File: src/rtl/delay_code_calibrator_if.sv
// Handshake/status bundle between the delay-code calibrator and DDCB control.
// Master side drives start and the phase-detector bit; slave side is the calibrator.
interface delay_code_calibrator_if #(
  parameter int Nmbr_cascades = 4
);
  localparam int CW = $clog2(2*Nmbr_cascades+1);

  logic                       start;
  logic                       pd_late;
  logic [2*Nmbr_cascades-1:0] select;
  logic [CW-1:0]              code;
  logic                       busy;
  logic                       locked;
  logic                       cal_fail;

  modport master (output start, pd_late, input select, code, busy, locked, cal_fail);
  modport slave  (input start, pd_late, output select, code, busy, locked, cal_fail);
endinterface

File: src/rtl/delay_code_calibrator.sv
// Closed-loop delay-code sweep: finds the first code whose delayed edge votes late.
// Optional lock tracking is enabled by defining DDCB_CAL_TRACK_EN.
module dcc_stage_sel #(
  parameter int CW = 4,
  parameter int K  = 0
) (
  input  logic [CW-1:0] code,
  output logic [1:0]    sel
);
  // Stage fed by depth K from the line's end: full once code covers 2K+2 units.
  localparam logic [CW-1:0] FULL = CW'(2*K+2);
  localparam logic [CW-1:0] HALF = CW'(2*K+1);

  always_comb begin
    sel = 2'b00;
    if (code >= FULL)      sel = 2'b10;
    else if (code == HALF) sel = 2'b01;
  end
endmodule

module delay_code_calibrator #(
  parameter int Nmbr_cascades = 4,
  parameter int SETTLE_CYCLES = 4,
  parameter int VOTE_SAMPLES  = 8,
  parameter int TRACK_PERIOD  = 64
) (
  input logic                    clk,
  input logic                    rst_n,
  delay_code_calibrator_if.slave cal
);
  typedef enum logic [2:0] {IDLE, APPLY, SETTLE, VOTE, DECIDE, LOCKED, FAIL} state_t;

  localparam int N   = Nmbr_cascades;
  localparam int CW  = $clog2(2*N+1);
  localparam int SCW = $clog2(SETTLE_CYCLES+1);
  localparam int VIW = $clog2(VOTE_SAMPLES);
  localparam int LCW = $clog2(VOTE_SAMPLES)+1;
  localparam logic [CW-1:0]  CODE_MAX    = CW'(2*N);
  localparam logic [SCW-1:0] SETTLE_LAST = SCW'(SETTLE_CYCLES-1);
  localparam logic [VIW-1:0] VOTE_LAST   = VIW'(VOTE_SAMPLES-1);
  localparam logic [LCW-1:0] LATE_MAJ    = LCW'(VOTE_SAMPLES/2);
`ifdef DDCB_CAL_TRACK_EN
  localparam int TCW = $clog2(TRACK_PERIOD)+1;
  localparam logic [TCW-1:0] TRACK_LAST = TCW'(TRACK_PERIOD-1);
  localparam logic [LCW-1:0] LATE_HI    = LCW'(3*VOTE_SAMPLES/4);
  localparam logic [LCW-1:0] LATE_LO    = LCW'(VOTE_SAMPLES/4);
`endif

  state_t              state_q, state_n;
  logic [CW-1:0]       code_q, code_n;
  logic [N-1:0][1:0]   sel_q, sel_n;
  logic                busy_q, busy_n, locked_q, locked_n, fail_q, fail_n;
  logic [SCW-1:0]      settle_q, settle_n;
  logic [VIW-1:0]      vote_q, vote_n;
  logic [LCW-1:0]      late_q, late_n;
`ifdef DDCB_CAL_TRACK_EN
  logic                trk_q, trk_n;
  logic [TCW-1:0]      tcnt_q, tcnt_n;
`endif

  // select is a registered image of the next code, so it moves on the same edge as code.
  for (genvar g = 0; g < N; g++) begin : g_stage
    dcc_stage_sel #(.CW(CW), .K(N-1-g)) u_sel (.code(code_n), .sel(sel_n[g]));
  end

  always_ff @(posedge clk or negedge rst_n) begin
    if (!rst_n) begin
      state_q  <= IDLE;
      code_q   <= '0;
      sel_q    <= '0;
      busy_q   <= 1'b0;
      locked_q <= 1'b0;
      fail_q   <= 1'b0;
      settle_q <= '0;
      vote_q   <= '0;
      late_q   <= '0;
`ifdef DDCB_CAL_TRACK_EN
      trk_q    <= 1'b0;
      tcnt_q   <= '0;
`endif
    end else begin
      state_q  <= state_n;
      code_q   <= code_n;
      sel_q    <= sel_n;
      busy_q   <= busy_n;
      locked_q <= locked_n;
      fail_q   <= fail_n;
      settle_q <= settle_n;
      vote_q   <= vote_n;
      late_q   <= late_n;
`ifdef DDCB_CAL_TRACK_EN
      trk_q    <= trk_n;
      tcnt_q   <= tcnt_n;
`endif
    end
  end

  always_comb begin
    logic restart_ok;
    state_n  = state_q;
    code_n   = code_q;
    busy_n   = busy_q;
    locked_n = locked_q;
    fail_n   = fail_q;
    settle_n = settle_q;
    vote_n   = vote_q;
    late_n   = late_q;
    restart_ok = (state_q == IDLE) || (state_q == LOCKED) || (state_q == FAIL);
`ifdef DDCB_CAL_TRACK_EN
    trk_n  = trk_q;
    tcnt_n = tcnt_q;
    restart_ok = restart_ok || trk_q;
`endif
    case (state_q)
      APPLY: begin
        settle_n = '0;
        vote_n   = '0;
        late_n   = '0;
        state_n  = SETTLE;
      end
      SETTLE: begin
        if (settle_q == SETTLE_LAST) begin
          settle_n = '0;
          state_n  = VOTE;
        end else begin
          settle_n = settle_q + 1'b1;
        end
      end
      VOTE: begin
        late_n = late_q + LCW'(cal.pd_late);
        if (vote_q == VOTE_LAST) begin
          vote_n  = '0;
          state_n = DECIDE;
        end else begin
          vote_n = vote_q + 1'b1;
        end
      end
      DECIDE: begin
`ifdef DDCB_CAL_TRACK_EN
        if (trk_q) begin
          if (late_q >= LATE_HI && code_q != '0)           code_n = code_q - 1'b1;
          else if (late_q <= LATE_LO && code_q != CODE_MAX) code_n = code_q + 1'b1;
          trk_n   = 1'b0;
          tcnt_n  = '0;
          state_n = LOCKED;
        end else
`endif
        // A tie in the vote is deliberately treated as not late.
        if (late_q > LATE_MAJ) begin
          busy_n = 1'b0;
          if (code_q == '0) begin
            fail_n  = 1'b1;
            state_n = FAIL;
          end else begin
            locked_n = 1'b1;
            state_n  = LOCKED;
          end
        end else if (code_q == CODE_MAX) begin
          busy_n  = 1'b0;
          fail_n  = 1'b1;
          state_n = FAIL;
        end else begin
          code_n  = code_q + 1'b1;
          state_n = APPLY;
        end
      end
`ifdef DDCB_CAL_TRACK_EN
      LOCKED: begin
        if (tcnt_q == TRACK_LAST) begin
          tcnt_n   = '0;
          trk_n    = 1'b1;
          settle_n = '0;
          vote_n   = '0;
          late_n   = '0;
          state_n  = SETTLE;
        end else begin
          tcnt_n = tcnt_q + 1'b1;
        end
      end
`endif
      default: ;
    endcase
    if (cal.start && restart_ok) begin
      code_n   = '0;
      busy_n   = 1'b1;
      locked_n = 1'b0;
      fail_n   = 1'b0;
      state_n  = APPLY;
`ifdef DDCB_CAL_TRACK_EN
      trk_n    = 1'b0;
      tcnt_n   = '0;
`endif
    end
  end

  assign cal.code     = code_q;
  assign cal.select   = sel_q;
  assign cal.busy     = busy_q;
  assign cal.locked   = locked_q;
  assign cal.cal_fail = fail_q;
endmodule

File: src/flat_wrapper.sv
// flat-port wrapper written by rule: the top's interface ports become plain ports
module delay_code_calibrator_flat 
#(
  parameter int Nmbr_cascades = 4,
  parameter int SETTLE_CYCLES = 4,
  parameter int VOTE_SAMPLES  = 8,
  parameter int TRACK_PERIOD  = 64
)
  (clk, rst_n, cal_start, cal_pd_late, cal_select, cal_code, cal_busy, cal_locked, cal_cal_fail);
  delay_code_calibrator_if #(.Nmbr_cascades(Nmbr_cascades)) cal_i ();
  input logic clk;
  input logic rst_n;
  input wire logic [$bits(cal_i.start)-1:0] cal_start;
  input wire logic [$bits(cal_i.pd_late)-1:0] cal_pd_late;
  output wire logic [$bits(cal_i.select)-1:0] cal_select;
  output wire logic [$bits(cal_i.code)-1:0] cal_code;
  output wire logic [$bits(cal_i.busy)-1:0] cal_busy;
  output wire logic [$bits(cal_i.locked)-1:0] cal_locked;
  output wire logic [$bits(cal_i.cal_fail)-1:0] cal_cal_fail;
  assign cal_i.start = cal_start;
  assign cal_i.pd_late = cal_pd_late;
  assign cal_select = cal_i.select;
  assign cal_code = cal_i.code;
  assign cal_busy = cal_i.busy;
  assign cal_locked = cal_i.locked;
  assign cal_cal_fail = cal_i.cal_fail;
  delay_code_calibrator #(.Nmbr_cascades(Nmbr_cascades), .SETTLE_CYCLES(SETTLE_CYCLES), .VOTE_SAMPLES(VOTE_SAMPLES), .TRACK_PERIOD(TRACK_PERIOD)) u_core (.clk(clk), .rst_n(rst_n), .cal(cal_i));
endmodule
File: config.mk
export PLATFORM = sky130hd
export DESIGN_NAME = delay_code_calibrator_flat
export DESIGN_NICKNAME = d
export VERILOG_FILES = /design/src/rtl/delay_code_calibrator_if.sv /design/src/rtl/delay_code_calibrator.sv /design/src/flat_wrapper.sv
export SDC_FILE = /design/constraint.sdc
export NUM_CORES = 1
export LEC_CHECK = 0
export CAP_MARGIN = 0
export CORE_ASPECT_RATIO = 0.8
export CORE_MARGIN = 5
export CORE_UTILIZATION = 40
export CTS_CLUSTER_DIAMETER = 50
export CTS_CLUSTER_SIZE = 8
export DETAILED_ROUTE_END_ITERATION = 8
export GPL_ROUTABILITY_DRIVEN = 0
export SYNTH_ARGS = -nofsm -noshare
export SYNTH_HDL_FRONTEND = slang
export SYNTH_SLANG_ARGS = --single-unit
File: constraint.sdc
create_clock -name clk -period 1.9 [get_ports clk]
set_input_delay 0.285 -clock clk [delete_from_list [all_inputs] [get_ports clk]]
set_output_delay 0.285 -clock clk [all_outputs]
set_load 0.05 [all_outputs]
==> flow_metrics.env <==
export IMPL_placed_area_sq_um=1830
export IMPL_grt_max_degree=29
export IMPL_synth_fa_ha_area_share_pct=6.54
export IMPL_synthSimpleGateAreaFrac_pct=21.2
export IMPL_antenna_found_initial=0
export IMPL_crit_fanout=4
export IMPL_synth_top_family_by_area="simple AND/OR/NAND/NOR gates"
export IMPL_cts_tree="done"
export IMPL_slew_headroom_pct=65.4
export IMPL_grt_pass1_vias=1131
export IMPL_drive_gt1_share_pct=23.9
export IMPL_cts_clk_slew_worst_paths_ns=0.09
export IMPL_seqPwrFrac_pct=32.6
export IMPL_synth_cells=151
export IMPL_yosysTopAreaCell="dfrtp_1"
export IMPL_route_detailed_drc=0
export IMPL_detail_route_iter0_violations=90
export IMPL_synth_top_cell_area_share_pct=47.0
export IMPL_clkLatencyLatePin_ns=0.27
export IMPL_power_switching_w=0.00115
export IMPL_fin_area_sq_um=1940
export IMPL_cts_buffers=3
export IMPL_port_buffers=18
export IMPL_postLayoutSetupSlackWorst_ns=-0.0729
export IMPL_cts_sinks=28
export IMPL_syn_nets=162
export IMPL_synthMuxAreaShare_pct=1.34
export IMPL_vias=1243
export IMPL_synth_warnings=0
export IMPL_die_h_um=64.6
export IMPL_finalCriticalPeriod_ns=1.97
export IMPL_crit_path_end_kind="flop"
export IMPL_antennaDiodeCount=0
export IMPL_avgSynthCellArea_sq_um=9.88
export IMPL_num_io_pins=19
export IMPL_avgRoutedWirePerCell_um=15.0
export IMPL_grt_remaining_overflow=0
export IMPL_final_cells=226
export IMPL_htreeDepth=1
export IMPL_path_class="flop to flop"
export IMPL_hp_class="input pin to async pin"
export IMPL_p_sw_share_pct=43.1
export IMPL_grt_pass1_wl_mm=5.51
export IMPL_die_w_um=78.3
export IMPL_hpwl_mm=2.42
export IMPL_cts_root_buf="clkbuf_8"
export IMPL_finalMaxSlewViolations=0
export IMPL_synth_edff_count=0
export IMPL_yosysUniqueCellTypes=42
export IMPL_rsz0062_at_grt="true"
export IMPL_total_power_w=0.00267
export IMPL_layout_nets=196
export IMPL_viasPerCell=5.50
export IMPL_initial_core_util_pct=42.4
export IMPL_dr_pass1_iters=4
export IMPL_rows=19
export IMPL_ys_seq_area_share_pct=47.0
export IMPL_synth_compound_area_share_pct=17.5
export IMPL_p_per_area_nw_per_um2=1380
export IMPL_final_period_utilization_pct=104
export IMPL_peakVddDrop_mv=0.703
export IMPL_cp_data_arrival_time_ns=2.14
export IMPL_finalHoldViolCount=0
export IMPL_p_leak_nw=0.878
export IMPL_dieArea_sq_um=5060
export IMPL_final_util_pct=55.2
export IMPL_whs_ns=0.381
export IMPL_synth_flop_cell="dfrtp_1"
export IMPL_skew_ns=0.00340
export IMPL_start_kind="flop"
export IMPL_status="complete, but fails checks"
export IMPL_worstMarginPinSlew_ns=0.517
export IMPL_async_reset_ff_share_pct=100
export IMPL_max_clock_freq_ghz=0.507
export IMPL_postCtsHoldBufs=0
export IMPL_crit_required_ns=2.06
export IMPL_drt_total_wl_mm=3.40
export IMPL_syn2layout_area_growth_pct=30.2
export IMPL_setup_violations=7
export IMPL_synth_seq_cells=28
export IMPL_dp_cells=221
export IMPL_synth_xor_area_share_pct=2.35
export IMPL_violations="negative setup slack"
export IMPL_p_int_w=0.00152
export IMPL_clockBufferDepth=2
export IMPL_p_clk_share_pct=13.7
export IMPL_synth_common_cells="dfrtp_1 (28), nand2_1 (14), nor2_1 (11), o21ai_0 (11), nor3_1 (8)"
export IMPL_syn_area_sq_um=1490
export IMPL_ant_nets=0
export IMPL_grt_use_total_pct=13.6
export IMPL_core_area_sq_um=3520
export IMPL_pwr_share_comb_pct=53.7
export IMPL_yosysMostFrequentCell="dfrtp_1"
export IMPL_cap_viol_max_count=0
export IMPL_synth_area_top_cells="dfrtp_1 (47%), ha_1 (5.9%), o21ai_0 (3.7%)"
==> metrics by stage <==
stage | setup TNS, ns | setup WS, ns
floorplan | -0.300 | -0.104
detailed placement | -0.623 | -0.123
global placement | -0.372 | -0.0898
finish | -0.381 | -0.0729
global route | -0.937 | -0.132
CTS | -0.233 | -0.0441
==> state kept, by name, indices dropped and copies added (netlist names) <==
signal	cells
u_core.cal.code	4
u_core.cal.cal_fail	1
u_core.settle_q	3
u_core.vote_q	3
u_core.cal.busy	1
u_core.state_q	3
u_core.late_q	4
u_core.cal.select	8
u_core.cal.locked	1
==> layout by cell type, fill, tap and decap left out, types with 3 or more instances in the layout <==
cell             netlist  routed
a22o_1                 3       3
clkbuf_8               0       4
ha_1                   7       7
dfrtp_1               28      25
inv_1                  6       6
buf_4                  0      20
nor2_1                11      11
a31oi_1                3       3
nor3_1                 8       7
o21ai_0               11       9
clkdlybuf4s50_1        0      15
nand3_1                6       6
a21o_1                 3       3
a21oi_1                4       3
nand2_1               14      14
dfrtp_2                0       3
==> path summary, 6_finish.rpt <==
path | slack [ns] | endpoint | depth (start not counted) | startpoint
hold reg to reg | 0.50 | u_core.vote_q[1]$_DFFE_PN0P_ | 2 | u_core.vote_q[1]$_DFFE_PN0P_
max in group asynchronous | 1.23 | u_core.cal.code[1]$_DFF_PN0_ | 2 | rst_n
min in group clk | 0.50 | u_core.vote_q[1]$_DFFE_PN0P_ | 2 | u_core.vote_q[1]$_DFFE_PN0P_
setup / recovery | -0.07 | u_core.cal.select[6]$_DFF_PN0_ | 5 | u_core.state_q[1]$_DFFE_PN0P_
setup reg to reg | -0.07 | u_core.cal.select[6]$_DFF_PN0_ | 5 | u_core.state_q[1]$_DFFE_PN0P_
hold / removal | 0.38 | u_core.cal.select[2]$_DFF_PN0_ | 2 | rst_n
==> power groups by stage <==
| stage | clock, W | sequential, W | combinational, W |
|---|---|---|---|
| after floorplan | 0 | 0.00106 | 0.000781 |
| after global placement | 0 | 0.000876 | 0.00135 |
| after detailed placement | 0 | 0.000881 | 0.00138 |
| after global routing | 0.000402 | 0.000896 | 0.00157 |
| after CTS | 0.000378 | 0.000873 | 0.00139 |
| final | 0.000365 | 0.000872 | 0.00144 |
==> cell families (layout without fill, tap and decap cells) <==
family	count (synthesis)	in the layout
buffers and inverters	14	47
xor gates and xnor gates	4	4
adders and majority gates	8	8
AOI/OAI and AO/OA	37	37
DFF	28	28
and+or+nand+nor	58	58
muxes	2	2
==> final cells by class <==
class / count / area, sq um
clock buffers: 4 / 55.1
repair buffers: 37 / 323
inverters: 6 / 22.5
multi-input cells: 109 / 785
well taps: 42 / 52.6
fillers: 312 / 1580
flip-flops and latches: 28 / 704
==> what timing repair did <==
action                     CTS  global route
pin swaps                    3             3
gates resized for setup      3             9
setup buffers                0             1
setup endpoints to repair    8             8
==> critical path, cell delays in order (launching register included) <==
cell and delay, ns:
dfrtp_1 0.40, or4b_4 0.60, or4_4 0.47, a21oi_4 0.19, buf_4 0.16, nor3_1 0.05
==> routing by layer <==
metal / vias up / global-route usage, % / share of wire, % / wire, um
met5: - / 0 / 0 / 0
met4: 0 / 2.62 / 0.91 / 31
met3: 4 / 3.74 / 3.8 / 130
met2: 31 / 19.1 / 44 / 1510
met1: 599 / 20.7 / 51 / 1730
li1: 609 / - / - / -
No activity file was read; power rests on OpenSTA's default activity.
